==> src/rtl/hazard_scoreboard.sv <==
// Register scoreboard between ID and WB: per-register count of in-flight writers.
// Stalls issue on RAW hazards or counter saturation; entries release on WB retire or EX squash.
module hazard_scoreboard #(
   parameter int NUM_REGS  = 32,
   parameter int IDX_W     = $clog2(NUM_REGS),
   parameter int CNT_W     = 2,
   parameter bit WB_BYPASS = 1'b1
) (
   input  logic                clk,
   input  logic                rst,
   input  logic                issue_valid_i,
   input  logic                issue_rd_wr_i,
   input  logic [IDX_W-1:0]    issue_rd_i,
   input  logic                issue_rs1_used_i,
   input  logic [IDX_W-1:0]    issue_rs1_i,
   input  logic                issue_rs2_used_i,
   input  logic [IDX_W-1:0]    issue_rs2_i,
   input  logic                retire_valid_i,
   input  logic [IDX_W-1:0]    retire_rd_i,
   input  logic                kill_valid_i,
   input  logic [IDX_W-1:0]    kill_rd_i,
   output logic                stall_o,
   output logic                issue_ack_o,
   output logic [NUM_REGS-1:0] pending_o,
   output logic                idle_o,
   output logic                err_o
);

   localparam logic [CNT_W-1:0] CNT_MAX = '1;
   localparam logic [CNT_W-1:0] CNT_ONE = CNT_W'(1);

   logic [NUM_REGS-1:0][CNT_W-1:0] cnt_q, cnt_d;
   logic [NUM_REGS-1:0]            pending_q, pending_d;
   logic                           idle_q, idle_d;
   logic                           err_q, err_d;
   logic                           hz_rs1, hz_rs2, sat_rd, stall;
   logic [CNT_W:0]                 add_w, sub_w;
   logic                           underflow;

   // x0 and indices beyond NUM_REGS are never tracked.
   function automatic logic idx_ok(input logic [IDX_W-1:0] idx);
      return (idx != '0) && (int'(idx) < NUM_REGS);
   endfunction

   function automatic logic hazard(input logic [IDX_W-1:0] r);
      logic bypass;
      bypass = WB_BYPASS && retire_valid_i && (retire_rd_i == r) && (cnt_q[r] == CNT_ONE);
      return idx_ok(r) && (cnt_q[r] != '0) && !bypass;
   endfunction

   // Saturation looks at the current count only; a same-cycle retire does not lift it.
   always_comb begin
      hz_rs1 = issue_rs1_used_i && hazard(issue_rs1_i);
      hz_rs2 = issue_rs2_used_i && hazard(issue_rs2_i);
      sat_rd = issue_rd_wr_i && idx_ok(issue_rd_i) && (cnt_q[issue_rd_i] == CNT_MAX);
      stall  = issue_valid_i && (hz_rs1 || hz_rs2 || sat_rd);
   end

   assign stall_o     = stall;
   assign issue_ack_o = issue_valid_i && !stall;

   // NOTE: every variable below gets a default before the loop so no path leaves it unassigned (no latches).
   always_comb begin
      cnt_d     = '0;
      pending_d = '0;
      underflow = 1'b0;
      add_w     = '0;
      sub_w     = '0;
      for (int r = 1; r < NUM_REGS; r++) begin
         add_w = {1'b0, cnt_q[r]}
               + (CNT_W+1)'(issue_ack_o && issue_rd_wr_i && (int'(issue_rd_i) == r));
         sub_w = (CNT_W+1)'(retire_valid_i && (int'(retire_rd_i) == r))
               + (CNT_W+1)'(kill_valid_i && (int'(kill_rd_i) == r));
         if (sub_w > add_w) begin
            underflow = 1'b1;
         end else begin
            cnt_d[r] = CNT_W'(add_w - sub_w);
         end
         pending_d[r] = (cnt_d[r] != '0);
      end
      idle_d = (pending_d == '0);
      err_d  = err_q || underflow;
   end

   // NOTE: the counter array is reset as a whole; a mid-run reset must discard every in-flight writer.
   always_ff @(posedge clk) begin
      if (!rst) begin
         cnt_q     <= '0;
         pending_q <= '0;
         idle_q    <= 1'b1;
         err_q     <= 1'b0;
      end else begin
         cnt_q     <= cnt_d;
         pending_q <= pending_d;
         idle_q    <= idle_d;
         err_q     <= err_d;
      end
   end

   assign pending_o = pending_q;
   assign idle_o    = idle_q;
   assign err_o     = err_q;

endmodule

==> config.mk <==
export PLATFORM = sky130hd
export DESIGN_NAME = hazard_scoreboard
export DESIGN_NICKNAME = d
export VERILOG_FILES = /design/src/rtl/hazard_scoreboard.sv
export SDC_FILE = /design/constraint.sdc
export NUM_CORES = 1
export LEC_CHECK = 0
export ABC_CLOCK_PERIOD_IN_PS = 8890
export BUFFER_PORTS_ARGS = -buffer_cell sky130_fd_sc_hd__buf_2
export CAP_MARGIN = 40
export CELL_PAD_IN_SITES_DETAIL_PLACEMENT = 2
export CELL_PAD_IN_SITES_GLOBAL_PLACEMENT = 2
export CORE_MARGIN = 5
export CORE_UTILIZATION = 41
export DETAILED_ROUTE_END_ITERATION = 10
export GPL_TIMING_DRIVEN = 0
export HOLD_SLACK_MARGIN = 0.08
export PLACE_DENSITY_LB_ADDON = 0.1
export SYNTH_ARGS = -nofsm -noshare
export SYNTH_HDL_FRONTEND = slang
export SYNTH_SLANG_ARGS = --single-unit
==> constraint.sdc <==
create_clock -name clk -period 8.89 [get_ports clk]
set_input_delay 2.667 -clock clk [delete_from_list [all_inputs] [get_ports clk]]
set_output_delay 2.667 -clock clk [all_outputs]
set_load 0.01 [all_outputs]
Yosys cells after proc, flatten, opt, wreduce, memory -nomap -nowiden
Cells that the tools add are included.
{"block": "word_totals", "reg_bits": 96, "in_bits": 33, "output_inout_bits": 36, "wordCells": 479}
{"block": "classes", "n_addsub": 93, "n_lt_le_gt_ge": 34, "eq_ne": 98, "muxes": 68, "reduce_logical": 151}
{"op": "== test 5 bit, second input constant", "n": 48}
{"op": "== test 5 x 4 -> 1 bit, second input constant", "n": 24}
{"op": "logical AND 1 bit", "n": 108}
{"op": "adder 2 x 1 -> 3 bit", "n": 31}
{"op": "greater-than comparator 2 x 3 -> 1 bit", "n": 31}
{"op": "two-way mux 2 bit", "n": 34}
{"op": "nonzero test 2 bit", "n": 33}
{"op": "adder 1 x 1 -> 2 bit", "n": 31}
{"op": "subtractor 2 bit", "n": 31}
{"op": "== test 5 x 3 -> 1 bit, second input constant", "n": 12}
{"op": "logical NOT 31 bit", "n": 1}
{"op": "two-way mux 1 bit", "n": 31}
{"op": "binary-select mux 2 bit (select 5 bit)", "n": 3}
{"op": "== test 5 x 2 -> 1 bit, second input constant", "n": 6}
{"op": "less-than comparator 5 x 6 -> 1 bit, second input constant", "n": 3}
{"op": "== test 5 x 1 -> 1 bit, second input constant", "n": 3}
{"op": "nonzero test 5 bit", "n": 3}
{"op": "== test 5 bit", "n": 2}
{"op": "== test 2 x 1 -> 1 bit, second input constant", "n": 2}
{"op": "logical NOT 1 bit", "n": 3}
{"op": "logical OR 1 bit", "n": 3}
{"op": "== test 2 bit, second input constant", "n": 1}

Longest topological paths before layout
Gate-level depths: netlist (run 1).
{"block": "depth", "word_depth": 48, "ltp_mapped": 21}

Least setup slack after synthesis (run 1)
No wires, ideal clock.
{"block": "synth_timing", "kind": "input to output", "startpoint": "input port issue_rs1_i[2]", "endpoint": "output port issue_ack_o", "t_arrival_ps": 4585, "required_ps": 6223, "slack_ps": 1638, "stages": 9, "path_cell_list": "clkbuf_1 buf_2 mux2_2 o311ai_0 a21oi_1 a31oi_1 nand4b_4 buf_2 nor2_1"}
{"block": "synth_via", "elab_chain_cells": 12, "elab_cells_between_ends": 17}
{"item": "start, declared", "line_no": "15", "source": "input logic [IDX_W-1:0] issue_rs1_i,"}
{"item": "binary-select mux 2 bit (select 5 bit)", "line_no": "47, 48"}
{"item": "two-way mux 2 bit (not written as such)", "line_no": "47, 48"}
{"item": "== test 2 x 1 -> 1 bit", "line_no": "47", "source": "bypass = WB_BYPASS && retire_valid_i && (retire_rd_i == r) && (cnt_q[r] == CNT_ONE);"}
{"item": "logical AND 1 bit", "line_no": "47"}
{"item": "logical NOT 1 bit", "line_no": "48", "source": "return idx_ok(r) && (cnt_q[r] != '0) && !bypass;"}
{"item": "logical AND 1 bit *", "line_no": "48"}
{"item": "logical AND 1 bit *", "line_no": "53", "source": "hz_rs1 = issue_rs1_used_i && hazard(issue_rs1_i);"}
{"item": "logical OR 1 bit * (2 in a row)", "line_no": "56", "source": "stall = issue_valid_i && (hz_rs1 || hz_rs2 || sat_rd);"}
{"item": "logical AND 1 bit *", "line_no": "56"}
{"item": "logical NOT 1 bit *", "line_no": "60", "source": "assign issue_ack_o = issue_valid_i && !stall;"}
{"item": "logical AND 1 bit *", "line_no": "60"}
{"item": "end, declared", "line_no": "23", "source": "output logic issue_ack_o,"}
Mark *: on every way between the ends. The rest lies on a longest branch, timed or not. The select of a mux whose other input is x is not followed.

Worst setup path in the final report (run 1)
{"block": "layout_timing", "startpoint": "input port issue_rs1_i[2]", "endpoint": "register idle_q (netlist: idle_o)"}
{"block": "layout_via", "elab_chain_cells": 19, "elab_cells_between_ends": 205}
{"item": "binary-select mux 2 bit (select 5 bit)", "line_no": "47, 48"}
{"item": "two-way mux 2 bit (not written as such)", "line_no": "47, 48"}
{"item": "== test 2 x 1 -> 1 bit", "line_no": "47"}
{"item": "logical AND 1 bit", "line_no": "47"}
{"item": "logical NOT 1 bit", "line_no": "48"}
{"item": "logical AND 1 bit *", "line_no": "48"}
{"item": "logical AND 1 bit *", "line_no": "53"}
{"item": "logical OR 1 bit * (2 in a row)", "line_no": "56"}
{"item": "[... 2 more ...]"}
{"item": "logical AND 1 bit *", "line_no": "60"}
{"item": "logical AND 1 bit *", "line_no": "71", "source": "+ (CNT_W+1)'(issue_ack_o && issue_rd_wr_i && (int'(issue_rd_i) == r));"}
{"item": "logical AND 1 bit", "line_no": "71"}
{"item": "adder 2 x 1 -> 3 bit", "line_no": "71"}
{"item": "greater-than comparator 2 x 3 -> 1 bit / subtractor 2 bit (equally long branches)", "line_no": "74, 77"}
{"item": "two-way mux 2 bit", "line_no": "74", "source": "if (sub_w > add_w) begin"}
{"item": "nonzero test 2 bit", "line_no": "79", "source": "pending_d[r] = (cnt_d[r] != '0);"}
{"item": "logical NOT 31 bit *", "line_no": "81", "source": "idle_d = (pending_d == '0);"}
{"item": "end signal, assigned", "line_no": "95", "source": "idle_q <= idle_d;"}
{"item": "end, declared", "line_no": "34", "source": "logic idle_q, idle_d;"}
Marked as above.
A chain may end at the register's enable or synchronous reset.

==> results of run 1 <==
## power by group
| group | total [uW] | internal, uW | leakage, uW | switching, uW |
|---|---|---|---|---|
| Clock | 399 | 216 | 0.000132 | 183 |
| Combinational | 206 | 68.7 | 0.00376 | 137 |
| Sequential | 438 | 432 | 0.000767 | 5.63 |
| Total | 1040 | 717 | 0.00466 | 326 |
## per-stage QoR
step | total power, uW | std cells | setup TNS (ps) | cell area (um2)
global placement | 642 | 1416 | -705 | 9880
finish | 1040 | 1433 | 0 | 10200
floorplan | 565 | 1076 | 0 | 9250
CTS | 1040 | 1433 | 0 | 10200
global route | 1080 | 1433 | 0 | 10200
detailed placement | 649 | 1419 | -371 | 9900
## layout make-up
| type | instances | share of cell area [%] |
|---|---|---|
| Clock buffer | 11 | 2.28 |
| Buffer | 42 | 2.20 |
| Timing Repair Buffer | 58 | 2.89 |
| Sequential cell | 95 | 18.6 |
| Multi-Input combinational cell | 813 | 65.4 |
| Tap cell | 285 | 3.50 |
| Clock inverter | 3 | 0.454 |
| Inverter | 126 | 4.64 |
## sequential cells by signal, indices dropped and copies added (netlist names)
register   count
cnt_q         62
pending_o     31
idle_o         1
err_o          1
## worst reg2reg max path: stages, from the launching register on
cell       delay [ps]
dfxtp_1           500
mux2i_1           120
o311ai_0          390
a211oi_1          110
a2111oi_0         570
a31oi_1           220
nand4b_4          190
buf_6             180
nor3_1             90
ha_1              200
ha_1              280
inv_1              50
ha_1              320
nand2b_1          100
a221oi_1          650
nor2_1            250
or4_1             510
nor2_1            280
nand4_1           250
o41ai_1           690
## metal layers
| metal | routed length (um) | vias to the layer above | share of wire, % |
|---|---|---|---|
| met3 | 2110 | 85 | 5.5 |
| met4 | 2040 | 0 | 5.3 |
| li1 | - | 3938 | - |
| met2 | 17800 | 310 | 46 |
| met1 | 16500 | 4336 | 43 |
| met5 | 0 | - | 0 |
## cells by family (layout without fill, tap and decap cells)
logic type	Yosys count	count (layout)
XOR/XNOR	24	24
AND/OR/NAND/NOR	400	400
buffers and inverters	168	240
adder cells (fa/ha/maj)	186	186
flip-flops	95	95
other	1	1
multiplexers	60	60
AO/OA/AOI/OAI	142	142
## synth_stat cells (8+ instances only)
library cell	count
mux2i_1	14
or2_2	35
o22ai_1	13
nor3_1	63
nand3_1	18
mux2_2	9
a22oi_1	11
nand2b_1	37
inv_1	125
a221oi_1	8
nor2b_1	26
a21oi_1	48
nor2_1	98
and2_1	23
nand2_1	51
clkbuf_1	27
ha_1	186
xor2_1	17
nor4_1	26
mux4_2	37
dfxtp_1	95
nand4_1	8
## worst paths after layout
kind	start	end	slack [ps]	cells past startpoint
max	issue_rs1_i[2]	idle_o$_SDFF_PN1_	320	20
min	cnt_q[3]$_SDFF_PN0_	cnt_q[2]$_SDFF_PN0_	880	3
max reg2reg	cnt_q[48]$_SDFF_PN0_	idle_o$_SDFF_PN1_	2790	19
min reg2reg	cnt_q[3]$_SDFF_PN0_	cnt_q[2]$_SDFF_PN0_	880	3
## what timing repair did
action,CTS,global route
pin swaps,0,0
gates resized for setup,1,4
endpoints found under the setup margin,1,1
cloned,0,0
endpoints found under the hold margin,0,0
buffers inserted,0,0
==> summary.txt, run 1 <==
Global routing
  – Top Usage Layer GRT: met2
  – Met2 usage: 49.3%
  – First-pass GRT wire length: 57.3 mm
  – Grt ovf: 0
  – Overall routing resource usage: 29.8%
  – Pin count of the biggest net entering global routing: 15
  – Number of global-route vias before repair: 9378
  – Initial antenna violation count: 0
  – Grt met3 use: 4.88%
  – Met1 Usage GRT: 37.7%

Worst setup path
  – Slowest stage delay, CP: 740 ps
  – Top cell family by delay on the critical path: simple AND/OR/NAND/NOR gates
  – Crit-path cells: clkbuf_1, buf_2, mux2_2, o311ai_0, a21oi_1, a31oi_1, nand4b_4, buf_6, nor4_1, ha_1, ha_1, inv_1, ha_1, nand2b_1, a21oi_1, a21oi_1, or4_1, nor2_1, nand4_1, o41ai_1
  – CP required: 9080 ps
  – Worst endpoint data arrival time: 8760 ps
  – Startpoint Class: primary input
  – Kind of end point of the critical path: register
  – Crit Path Category: primary input to register
  – Critical path's slowest cell: nor4_1
  – Crit-path max FO: 10
  – Worst Path Buf+Inv: 4

Synth
  – Post-synth top flop: dfxtp_1
  – Synth cell types: 57
  – Simple-Gate Fraction of Synth Area: 22.4%
  – XOR/XNOR share of the synthesized area: 2.27%
  – Largest family of logic cells by synthesized area: adder cells
  – Yosys reg bits: 95
  – Multiplexer share of the synthesized area: 11.6%
  – Synthesis warning total: 0
  – Dominant cells by area after synthesis: ha_1 25%, dfxtp_1 21%, mux4_2 9.0%
  – Mapped Cells: 1076
  – Syn avg cell area: 8.60 um2
  – Post-synth top area share: 25.2%
  – Synthesized-area fraction occupied by adder cells: 25.2%
  – Asr flop ratio synth: 0%
  – Number of flops mapped to enable cells by yosys: 0
  – Synthesized area: 0.00925 mm2
  – Post-synth top area cell: ha_1
  – Mapped Nets: 1295
  – Compound-Gate Fraction of Synth Area: 10.4%
  – Seq/Total Area, Yosys: 20.6%

Finish
  – Commonest non-fill, non-tap cells in the layout: 186 x ha_1, 125 x inv_1, 98 x nor2_1, 95 x dfxtp_1
  – Most common cell after layout, fill and taps aside: ha_1
  – Multi-input logic area: 0.00667 mm2
  – Fillers: 2589
  – Diode count: 0
  – Area Growth Syn to Fin: 10.3%
  – Fraction of layout cells with a size suffix above 1: 15.8%
  – Seq. cell area: 0.00190 mm2
  – # nets final: 1364
  – Util after Layout: 45.5%

Status
  – Status: complete, no violations

Placement
  – PortBufs: 55
  – Placer Congestion: 0.958
  – Detailed placer's ending HPWL: 32.1 mm
  – Pre-CTS WS: -371 ps

STA
  – RSZ-0062 raised after global routing: no
  – Hold_ws: 877 ps
  – Period utilisation layout: 96.4%
  – Tmin final: 8570 ps
  – Fin. max-slew vios: 0
  – # setup viols final: 0
  – Fmax: 117 MHz
  – Final Hold Fails: 0
  – PnR worst setup slack: 319 ps
  – Fin Clk Skew: 12.5 ps
  – Worst slew margin: 39.6%
  – Worst-Margin Slew: 906 ps

Drt
  – 1st-iter DRT viols: 623
  – Routed wire per std cell: 26.8 um
  – Vias: 8669
  – DRC Markers: 0
  – Post-route ant nets: 0
  – Initial DRT Pass Iterations: 4
  – Routed WL: 38.5 mm
  – Routed vias/inst: 6.05

Power
  – Leak pwr: 0.00466 uW
  – Peak supply drop: 73.9 uV
  – Pwr Density: 102 mW/mm2

Die
  – Row Count: 55
  – Die height: 160 um
  – Initial Util: 41.2%
  – Die span in x: 160 um
  – CORE AREA: 0.0224 mm2
  – IO Count: 69
  – Die area: 0.0257 mm2

Clock tree
  – Clk_lat worst skew: 360 ps
  – Clock Tree Root: clkbuf_16
  – Hold buffers post-CTS: 0
  – CTS tree: done
  – CTS H-tree depth: 3
  – Num CTS Buffers: 9
  – Clk sink count: 95
  – CTS Buffer Depth: 2
  – Clock-pin slew on the worst setup and hold paths: 70 ps

Job
  – Max-Cap Viols: 0

Worst hold path
  – Worst min-delay path class: register to register
Note: power is estimated with default switching activity, not from simulation.
==> run 2: changes to the inputs <==
Settings changed: PLACE_DENSITY_LB_ADDON 0.1 to 0.25.
==> run 2 against run 1 <==
Against the previous run:
- wire length is 3.7% higher
- design area is 0.37% higher
- utilization is 0.17 points higher
- via count is 2.9% higher
- largest cell class unchanged
- global-route usage is 0.98 points higher
- critical path type unchanged
==> summary.txt, run 2 (synthesis gave the netlist of run 1 again) <==
STA
  – RSZ-0062 raised after global routing: no
  – Hold_ws: 898 ps
  – Period utilisation layout: 99.0%
  – Tmin final: 8800 ps
  – TNS Setup: 0 ps
  – Worst-Margin Slew: 989 ps
  – Fin Clk Skew: 14.9 ps
  – Worst slew margin: 34.1%
  – Fin. max-slew vios: 0
  – # setup viols final: 0
  – Final Hold Fails: 0
  – Fmax: 114 MHz

Clock tree
  – Hold buffers post-CTS: 0
  – Clk_lat worst skew: 370 ps
  – CTS resizes: 0
  – Num CTS Buffers: 9
  – Clk sink count: 95
  – Post-CTS Setup Inserts: 0
  – CTS tree: done
  – Clock-pin slew on the worst setup and hold paths: 80 ps
  – CTS H-tree depth: 3
  – Clock Tree Root: clkbuf_16
  – CTS Buffer Depth: 2

Finish
  – Commonest non-fill, non-tap cells in the layout: 186 x ha_1, 125 x inv_1, 98 x nor2_1, 95 x dfxtp_1, 63 x nor3_1
  – Max reg flops: 62
  – Most common cell after layout, fill and taps aside: ha_1
  – Area Growth Syn to Fin: 10.7%
  – Util after Layout: 45.6%
  – # nets final: 1364
  – Diode count: 0
  – Fraction of layout cells with a size suffix above 1: 15.7%
  – Reg with most FFs: cnt_q
  – Final std cells w/o fill: 1435

Die
  – Die span in x: 160 um
  – Initial Util: 41.2%
  – CORE AREA: 0.0224 mm2
  – IO Count: 69
  – Row Count: 55
  – Die height: 160 um
  – Die area: 0.0257 mm2

Placement
  – Placer Congestion: 0.970
  – Dpl cells: 1418
  – Detailed placer's ending HPWL: 32.5 mm
  – PortBufs: 55

Job
  – Max-Cap Viols: 0

Worst setup path
  – Crit-path max FO: 10
  – Kind of end point of the critical path: register
  – Worst r2r src: cnt_q[57]$_SDFF_PN0_
  – Crit Path Category: primary input to register
  – Worst endpoint data arrival time: 9040 ps
  – Startpoint Class: primary input
  – CP required: 9120 ps
  – Worst setup startpoint: issue_rd_i[1]

Power
  – Sw Ratio: 31.1%
  – Internal power: 756 uW
  – Clk pwr share: 41.1%
  – Reg power frac: 39.9%
  – Switch Pwr: 341 uW
  – Tot Pwr: 1100 uW
  – Leak pwr: 0.00469 uW
  – Combinational fraction of design power: 19.0%
  – Peak supply drop: 78.5 uV
  – Pwr Density: 107 mW/mm2

Drt
  – Routed vias/inst: 6.22
  – Initial DRT Pass Iterations: 5
  – Routed WL: 39.9 mm
  – Vias: 8920
  – 1st-iter DRT viols: 641
  – Routed wire per std cell: 27.8 um
  – Post-route ant nets: 0
  – DRC Markers: 0

Global routing
  – Grt ovf: 0
  – Initial antenna violation count: 1
  – Pin count of the biggest net entering global routing: 16
  – First-pass GRT wire length: 59.8 mm
  – Overall routing resource usage: 30.8%
  – Number of global-route vias before repair: 9745

Worst hold path
  – Hold_sp: cnt_q[53]$_SDFF_PN0_
  – Worst min-delay path class: register to register

Status
  – Status: complete, no violations
run 2: changes by cell type in the layout (fill, tap and decap cells not counted), sizes merged:
| cell | change |
|---|---|
| buf | -1 |
| bufinv | +1 |
| clkdlybuf4s15 | +1 |
| clkinv | +1 |
run 2: cell type report:
class	count	area, um2
Clock inverter	5	81.3
Multi-Input combinational cell	813	6650
Tap cell	285	357
Clock buffer	11	243
Timing Repair Buffer	58	309
Sequential cell	95	1900
Fill cell	2534	12200
Inverter	126	473
Buffer	42	223
run 2: critical path, cell delays in order:
cell and delay (ps):
clkbuf_1 510, clkbuf_1 580, mux4_2 410, nand3_1 110
nand3_1 120, a21oi_1 270, nand4b_4 220, buf_6 210
nor4_1 370, ha_1 340, ha_1 360, and2_1 160
o41ai_1 590, clkdlybuf4s15_2 350, o221ai_1 130, nor4_1 640
and3_1 270, nand4_1 210, o41ai_1 520
run 2: power groups by stage:
stage          clock network, uW  logic [uW]  registers, uW
2_1_floorplan                  0         118            447
3_3_place_gp                   0         193            447
3_5_place_dp                   0         201            448
4_1_cts                      453         204            438
5_1_grt                      473         219            438
6_report                     450         209            438
run 2: path summary, 6_finish.rpt:
kind | cells after the start | slack [ps] | endpoint
hold reg to reg | 3 | 900 | cnt_q[52]$_SDFF_PN0_
hold / removal | 3 | 900 | cnt_q[52]$_SDFF_PN0_
setup reg to reg | 17 | 2670 | idle_o$_SDFF_PN1_
setup / recovery | 19 | 90 | idle_o$_SDFF_PN1_
run 2: per-stage QoR:
step | setup slack [ps] | instance area, um2
3_5_place_dp | -130 | 9900
5_1_grt | 66.1 | 10200
6_report | 88.0 | 10200
2_1_floorplan | 1640 | 9250
4_1_cts | 251 | 10200
3_3_place_gp | -548 | 9880
run 2: layer usage:
metal  wire [um]  track usage, %
met5           0               0
met4        2490            16.9
met3        2400            5.32
met2       18600            51.2
met1       16400            38.0
